===== config.mk =====
export PLATFORM = sky130hd
export DESIGN_NAME = lcd_snapshot_scanner
export DESIGN_NICKNAME = d
export VERILOG_FILES = /design/src/rtl/lcd_pkg.sv /design/src/rtl/lcd_snapshot_scanner_refresh_tick_gen.sv /design/src/rtl/lcd_snapshot_scanner.sv
export SDC_FILE = /design/constraint.sdc
export NUM_CORES = 1
export LEC_CHECK = 0
export BUFFER_PORTS_ARGS = -buffer_cell sky130_fd_sc_hd__buf_4
export CORE_ASPECT_RATIO = 0.6
export CORE_MARGIN = 3
export CORE_UTILIZATION = 41
export CTS_BUF_LIST = sky130_fd_sc_hd__clkbuf_8
export CTS_CLUSTER_DIAMETER = 30
export CTS_CLUSTER_SIZE = 8
export DETAILED_ROUTE_END_ITERATION = 8
export GPL_TIMING_DRIVEN = 0
export PLACE_DENSITY = 0.6
export SKIP_CTS_REPAIR_TIMING = 1
export SLEW_MARGIN = 20
export SYNTH_ARGS = -nofsm -noshare
export SYNTH_HDL_FRONTEND = slang
export SYNTH_SLANG_ARGS = --single-unit

===== constraint.sdc =====
create_clock -name iCLK -period 4.5 [get_ports iCLK]
set_input_delay 0.9 -clock iCLK [delete_from_list [all_inputs] [get_ports iCLK]]
set_output_delay 0.9 -clock iCLK [all_outputs]
set_load 0.005 [all_outputs]

===== src/rtl/lcd_pkg.sv =====
// lcd_pkg: shared constants and FSM encoding for the LCD snapshot scanner
package lcd_pkg;
  localparam int NUM_SLOTS = 12;
  localparam int ADDR_W = 4;
  localparam logic [7:0] TIMEOUT_MARK = 8'hEE;
  typedef enum logic [2:0] {S_IDLE, S_REQ, S_WAIT, S_NEXT, S_COMMIT} state_t;
endpackage


===== src/rtl/lcd_snapshot_scanner_refresh_tick_gen.sv =====
// refresh_tick_gen: free-running modulo counter producing a one-cycle refresh tick
module refresh_tick_gen #(
  parameter int REFRESH_CYCLES = 5_000_000
) (
  input  logic iCLK,
  input  logic iRST,
  output logic oTICK
);
  localparam int CW = $clog2(REFRESH_CYCLES);
  logic [CW-1:0] cnt_q, cnt_d;
  assign oTICK = cnt_q == CW'(REFRESH_CYCLES - 1);
  always_comb cnt_d = oTICK ? '0 : cnt_q + 1'b1;
  always_ff @(posedge iCLK) cnt_q <= iRST ? '0 : cnt_d;
endmodule


===== src/rtl/lcd_snapshot_scanner.sv =====
// lcd_snapshot_scanner: reads 12 slots into shadow registers and commits them atomically to the LCD bytes
module lcd_snapshot_scanner
  import lcd_pkg::*;
#(
  parameter int REFRESH_CYCLES = 5_000_000,
  parameter int RD_TIMEOUT = 16
) (
  input  logic              iCLK,
  input  logic              iRST,
  input  logic              iSTART,
  input  logic              iFREEZE,
  output logic              oRD_REQ,
  output logic [ADDR_W-1:0] oRD_ADDR,
  input  logic [7:0]        iRD_DATA,
  input  logic              iRD_VALID,
  output logic [7:0]        d0x0, d0x1, d0x2, d0x3, d0x4, d0x5,
  output logic [7:0]        d1x0, d1x1, d1x2, d1x3, d1x4, d1x5,
  output logic              oBUSY,
  output logic              oFRAME_DONE,
  output logic              oERR
);
  localparam int TW = $clog2(RD_TIMEOUT + 1);
  state_t state_q, state_d;
  logic [ADDR_W-1:0] idx_q, idx_d;
  logic [TW-1:0] to_q, to_d;
  logic [7:0] shadow_q [NUM_SLOTS];
  logic [7:0] shadow_d [NUM_SLOTS];
  logic [7:0] disp_q [NUM_SLOTS];
  logic [7:0] disp_d [NUM_SLOTS];
  logic done_q, done_d, err_q, err_d, tick;

  refresh_tick_gen #(.REFRESH_CYCLES(REFRESH_CYCLES)) u_tick (
    .iCLK(iCLK), .iRST(iRST), .oTICK(tick)
  );

  always_comb begin
    state_d = state_q;
    idx_d = idx_q;
    to_d = to_q;
    shadow_d = shadow_q;
    disp_d = disp_q;
    err_d = err_q;
    done_d = 1'b0;
    case (state_q)
      S_IDLE: if ((tick || iSTART) && !iFREEZE) begin
        idx_d = '0;
        state_d = S_REQ;
        err_d = iSTART ? 1'b0 : err_q;
      end
      S_REQ: begin
        to_d = '0;
        state_d = S_WAIT;
      end
      S_WAIT: if (iRD_VALID) begin
        shadow_d[idx_q] = iRD_DATA;
        state_d = S_NEXT;
      end else if (to_q == TW'(RD_TIMEOUT - 1)) begin
        shadow_d[idx_q] = TIMEOUT_MARK;
        err_d = 1'b1;
        state_d = S_NEXT;
      end else begin
        to_d = to_q + 1'b1;
      end
      S_NEXT: begin
        idx_d = (idx_q == ADDR_W'(NUM_SLOTS - 1)) ? idx_q : idx_q + 1'b1;
        state_d = (idx_q == ADDR_W'(NUM_SLOTS - 1)) ? S_COMMIT : S_REQ;
      end
      S_COMMIT: begin
        // a frozen display keeps the previous frame; the collected data is dropped
        disp_d = iFREEZE ? disp_q : shadow_q;
        done_d = !iFREEZE;
        state_d = S_IDLE;
      end
      default: state_d = S_IDLE;
    endcase
  end

  always_ff @(posedge iCLK) begin
    if (iRST) begin
      state_q <= S_IDLE;
      idx_q <= '0;
      to_q <= '0;
      shadow_q <= '{default: '0};
      disp_q <= '{default: '0};
      done_q <= 1'b0;
      err_q <= 1'b0;
    end else begin
      state_q <= state_d;
      idx_q <= idx_d;
      to_q <= to_d;
      shadow_q <= shadow_d;
      disp_q <= disp_d;
      done_q <= done_d;
      err_q <= err_d;
    end
  end

  assign oRD_REQ = state_q == S_REQ;
  assign oRD_ADDR = idx_q;
  assign oBUSY = state_q != S_IDLE;
  assign oFRAME_DONE = done_q;
  assign oERR = err_q;
  assign d0x0 = disp_q[0];
  assign d0x1 = disp_q[1];
  assign d0x2 = disp_q[2];
  assign d0x3 = disp_q[3];
  assign d0x4 = disp_q[4];
  assign d0x5 = disp_q[5];
  assign d1x0 = disp_q[6];
  assign d1x1 = disp_q[7];
  assign d1x2 = disp_q[8];
  assign d1x3 = disp_q[9];
  assign d1x4 = disp_q[10];
  assign d1x5 = disp_q[11];
endmodule


==> results.env <==
POSTSYNTHREGISTERBITS=229
SETUP_TNS_NS=0
R2R-START='state_q[2]'
AGGREGATE_ROUTED_WIRE_LENGTH_UM=23300
NETLIST.TOP_CELL.BY_AREA='sky130_fd_sc_hd__dfxtp_1'
MEAN_INSTANCE_SIZE_IN_THE_SYNTHESIZED_NETLIST_UM2=8.98
TIMING.FINAL.CRIT_PERIOD_NS=2.68
CELL_FAMILY_CONTRIBUTING_THE_MOST_DELAY_ON_THE_CRITICAL_PATH='simple AND/OR/NAND/NOR gates'
PLACEMENT_ROWS=40
FMAX_MHz=373
NUMBER_OF_ANTENNA_VIOLATIONS_AT_THE_FIRST_CHECK_IN_GLOBAL_ROUTING=1
TIMING.FINAL.SETUP_VIOLATIONS=0
RR_ENDPOINT='d0x5[4]'
WORST_PIN_SLEW_NS=1.01
TOTAL_POWER_uW=4170
POWER.DENSITY_CELL_AREA_nW_PER_UM2=388
NUMPORTBUFFERS=115
SYNTH.YOSYS.SEQ_AREA_SHARE=0.524
TIMING.CLOCK.SKEW_NS=0.0188
DRTPASS1ITERATIONS=5
TOTAL_CTS_BUFFERS=39
SYNTH.TOP_CELLS.BY_AREA='sky130_fd_sc_hd__dfxtp_1 52%, sky130_fd_sc_hd__nand2_1 8.8%, sky130_fd_sc_hd__a21oi_1 6.2%, sky130_fd_sc_hd__nor2_1 5.4%, sky130_fd_sc_hd__a211oi_1 4.6%'
MULTI_INPUT_AREA_UM2=3770
SWITCHINGPOWER_uW=965
CTS-HTREE-LEVELS=2
CORE_REGION_AREA_UM2=20500
NUM-NETS-FINAL=1151
MAXSLEWVIOLCOUNT=0
FILLERS=1956
START_KIND='register'
FINAL_LAYOUT_SIZE_SUFFIX_GT1_FRAC=0.198
PER_CELL_ROUTED_WIRE_LENGTH_UM=16.4
POST_DRT_VIA_CELL_RATIO=5.10
GRT_START_MAX_NET_PINS=11
POSTSYNTH.TOPFLOPCELL='sky130_fd_sc_hd__dfxtp_1'
WORST_MIN_DELAY_PATH_CLASS='reg -> reg'
FIRST_GLOBAL_VIAS=6978
SEQUENTIAL_CELL_AREA_IN_THE_FINAL_LAYOUT_UM2=4580
DRT_FIRST_ITER_VIOLATIONS=516
GR-TOTAL-OVERFLOW=0
P_LEAK_uW=0.00379
CRIT_TYPE='reg -> out'
HOLD_ENDPOINT='d1x2[3]'
R2R_CELLS=6
STARTPOINT='state_q[2]'
R2R_SLACK_NS=1.85
HOLD_START='shadow_q[27]'
CP_MAX_FO=10
CLKSLEWWORSTSETUPHOLDPATHS_NS=0.06
POST-SYNTH-TOP-AREA-FRACTION=0.524
SWSHARE=0.232
DIE_AREA_UM2=23200
TIMING.HOLD.WORST_PATH_DEPTH=2
RSZ_0062_RAISED_AFTER_GLOBAL_ROUTING='no'
DIE_H_UM=119
FP.DIEW_UM=195
IOS=117
CTS_TREE='yes'
GRTUSAGETOTAL=0.201
SHARE_SEQ_OF_TOTAL_POWER=0.492
WORST_SLEW_MARGIN_REL=0.325
ANTENNA_VIOL_NETS_FINAL=0
GLOBAL_ROUTE_WIRE_LENGTH_BEFORE_REPAIR_UM=37800
CRIT_PATH_MAX_INCR_DELAY_NS=0.55
PERIOD_SHARE=0.596
CAP_VIOLATIONS=0
CLKSINKCOUNT=229
LAYOUT.CELLS.NON_FILLER=1422
SYN_AREA_UM2=8750
REQUIRED_NS=3.60
YOSYSWARNINGCOUNT=0
CLK_ROOT_BUF='sky130_fd_sc_hd__clkbuf_8'
CRITPATHCAPTURETYPE='output pin'
ROUTED-VIA-COUNT=7259
DRC=0
FLOORPLAN.INITIALDENSITY=0.428
SYNTH_ASYNC_SR_FLOP_SHARE=0
DP.FINAL_HPWL_UM=16400
TIMING.CRITICAL_PATH.CELLS='clkbuf_1, nor3b_1, buf_4'
SHARE_COMB_OF_TOTAL_POWER=0.048
SYNTHESIS.NETS=995
SYNTHDISTINCTLIBCELLS=52
CRITPATHSLOWESTCELL='sky130_fd_sc_hd__nor3b_1'
FINAL_COMMON_CELL='sky130_fd_sc_hd__dfxtp_1'
STATUS='completed'
NUM_ANTENNA_CELLS=0
SYNTH-EDFF-COUNT=0
MOST-COMMON-LAYOUT-CELLS='229 x sky130_fd_sc_hd__dfxtp_1, 206 x sky130_fd_sc_hd__nand2_1, 125 x sky130_fd_sc_hd__nor2_1'
POWER.IR.VDD_WORST_mV=0.208
COUNT_OF_BUFFERING_CELLS_ON_THE_CRITICAL_PATH_WITH_INVERTERS_INCLUDED=2
AREA_GROWTH_SYN_TO_LAYOUT_PCT=22.6
GP_ROUTABILITY_CONGESTION=0.900
NUMPLACEDINSTANCES=1363
TIMING.FINAL.HOLD_VIOLATIONS=0
CLOCKPOWERSHARE=0.460
NETLIST_INSTANCES=975
P_INT_uW=3200
WORST_SKEW_PAIR.LATE_LATENCY_NS=0.51
ENDPOINT_ARRIVAL_TIME_ON_THE_CRITICAL_PATH_NS=1.78
CLK_PATH_BUF_DEPTH=3
-- cell families (layout without fill, tap and decap cells) --
kind of cell / after synthesis / in the layout / share of synthesized area
buf+inv: 86 / 260 / 0.0457
simple gates: 410 / 410 / 0.225
fa+ha+maj: 7 / 7 / 0.0100
flops: 229 / 229 / 0.524
xor+xnor: 14 / 14 / 0.0140
compound gates: 204 / 204 / 0.153
mux: 25 / 25 / 0.0287
-- flip-flops by register name (all words and copies together), names as in the netlist, 3 cells and up --
signal / cells
d1x2: 8
d1x3: 8
d1x1: 8
d1x0: 8
oRD_ADDR: 4
u_tick.cnt_q: 23
d0x2: 8
d1x4: 8
shadow_q: 96
state_q: 3
d0x5: 8
to_q: 5
d0x1: 8
d0x0: 8
d0x4: 8
d1x5: 8
d0x3: 8
-- power by group through the flow --
stage | logic (uW) | registers, uW | clock network [uW]
detailed placement | 200 | 2090 | 0
finish | 202 | 2050 | 1920
CTS | 200 | 2050 | 1960
global placement | 200 | 2090 | 0
floorplan | 135 | 2090 | 0
global route | 221 | 2050 | 2060
-- cells in the mapped netlist, drive strengths merged (2+ instances only) --
master  count
dfxtp     229
nand2     206
nor2      125
a21oi     108
a211oi     74
clkbuf     50
buf        25
mux2i      24
nor4b      14
o21ai      12
inv        11
nor3       10
xnor2      10
nand3       9
or3         8
ha          7
nor2b       6
nand4       5
and3        4
or4         4
xor2        4
nand2b      3
nor4        3
a21o        2
a311oi      2
and2        2
nand3b      2
nor3b       2
or2         2
-- metrics by stage --
stage	utilization	cell area, um2	hold WS, ns	setup slack, ns
detailed placement	0.486	9960	0.448	1.54
CTS	0.524	10700	0.444	1.80
global placement	0.486	9960	0.443	1.49
global route	0.524	10700	0.471	1.58
finish	0.524	10700	0.448	1.82
floorplan	-	8750	0.431	2.14
-- worst max path at each step --
stage / end / slack, ns / cells past startpoint
after floorplan: to_q[3] / 2.14 / 5
after global placement: d0x4[3] / 1.49 / 6
after detailed placement: d0x2[2] / 1.54 / 6
after CTS: oRD_REQ / 1.80 / 3
after global routing: d0x5[4] / 1.58 / 6
final: oRD_REQ / 1.82 / 3
-- worst reg2reg max path: stages, from the launching register on --
cell and delay [ns]:
sky130_fd_sc_hd__dfxtp_1 0.34, sky130_fd_sc_hd__clkbuf_1 0.31, sky130_fd_sc_hd__nor4b_2 0.85, sky130_fd_sc_hd__clkbuf_1 0.53, sky130_fd_sc_hd__buf_2 0.32, sky130_fd_sc_hd__nand2_1 0.10, sky130_fd_sc_hd__a21oi_1 0.13
-- final cells by class --
cell class,count,area share
sequential,229,0.427
multi-input combinational,660,0.351
timing repair buffer,115,0.0804
clock buffer,43,0.0551
buffer,75,0.0335
tap,273,0.0318
clock inverter,16,0.0171
inverter,11,0.00385
-- routing by layer --
layer / up-vias / global-route usage / wire [um]
met4: 2 / 0.0390 / 272
met5: - / 0 / 12
li1: 3636 / - / -
met1: 3395 / 0.321 / 12700
met2: 195 / 0.276 / 8910
met3: 31 / 0.0390 / 1420
(Power assumes the default switching activity.)
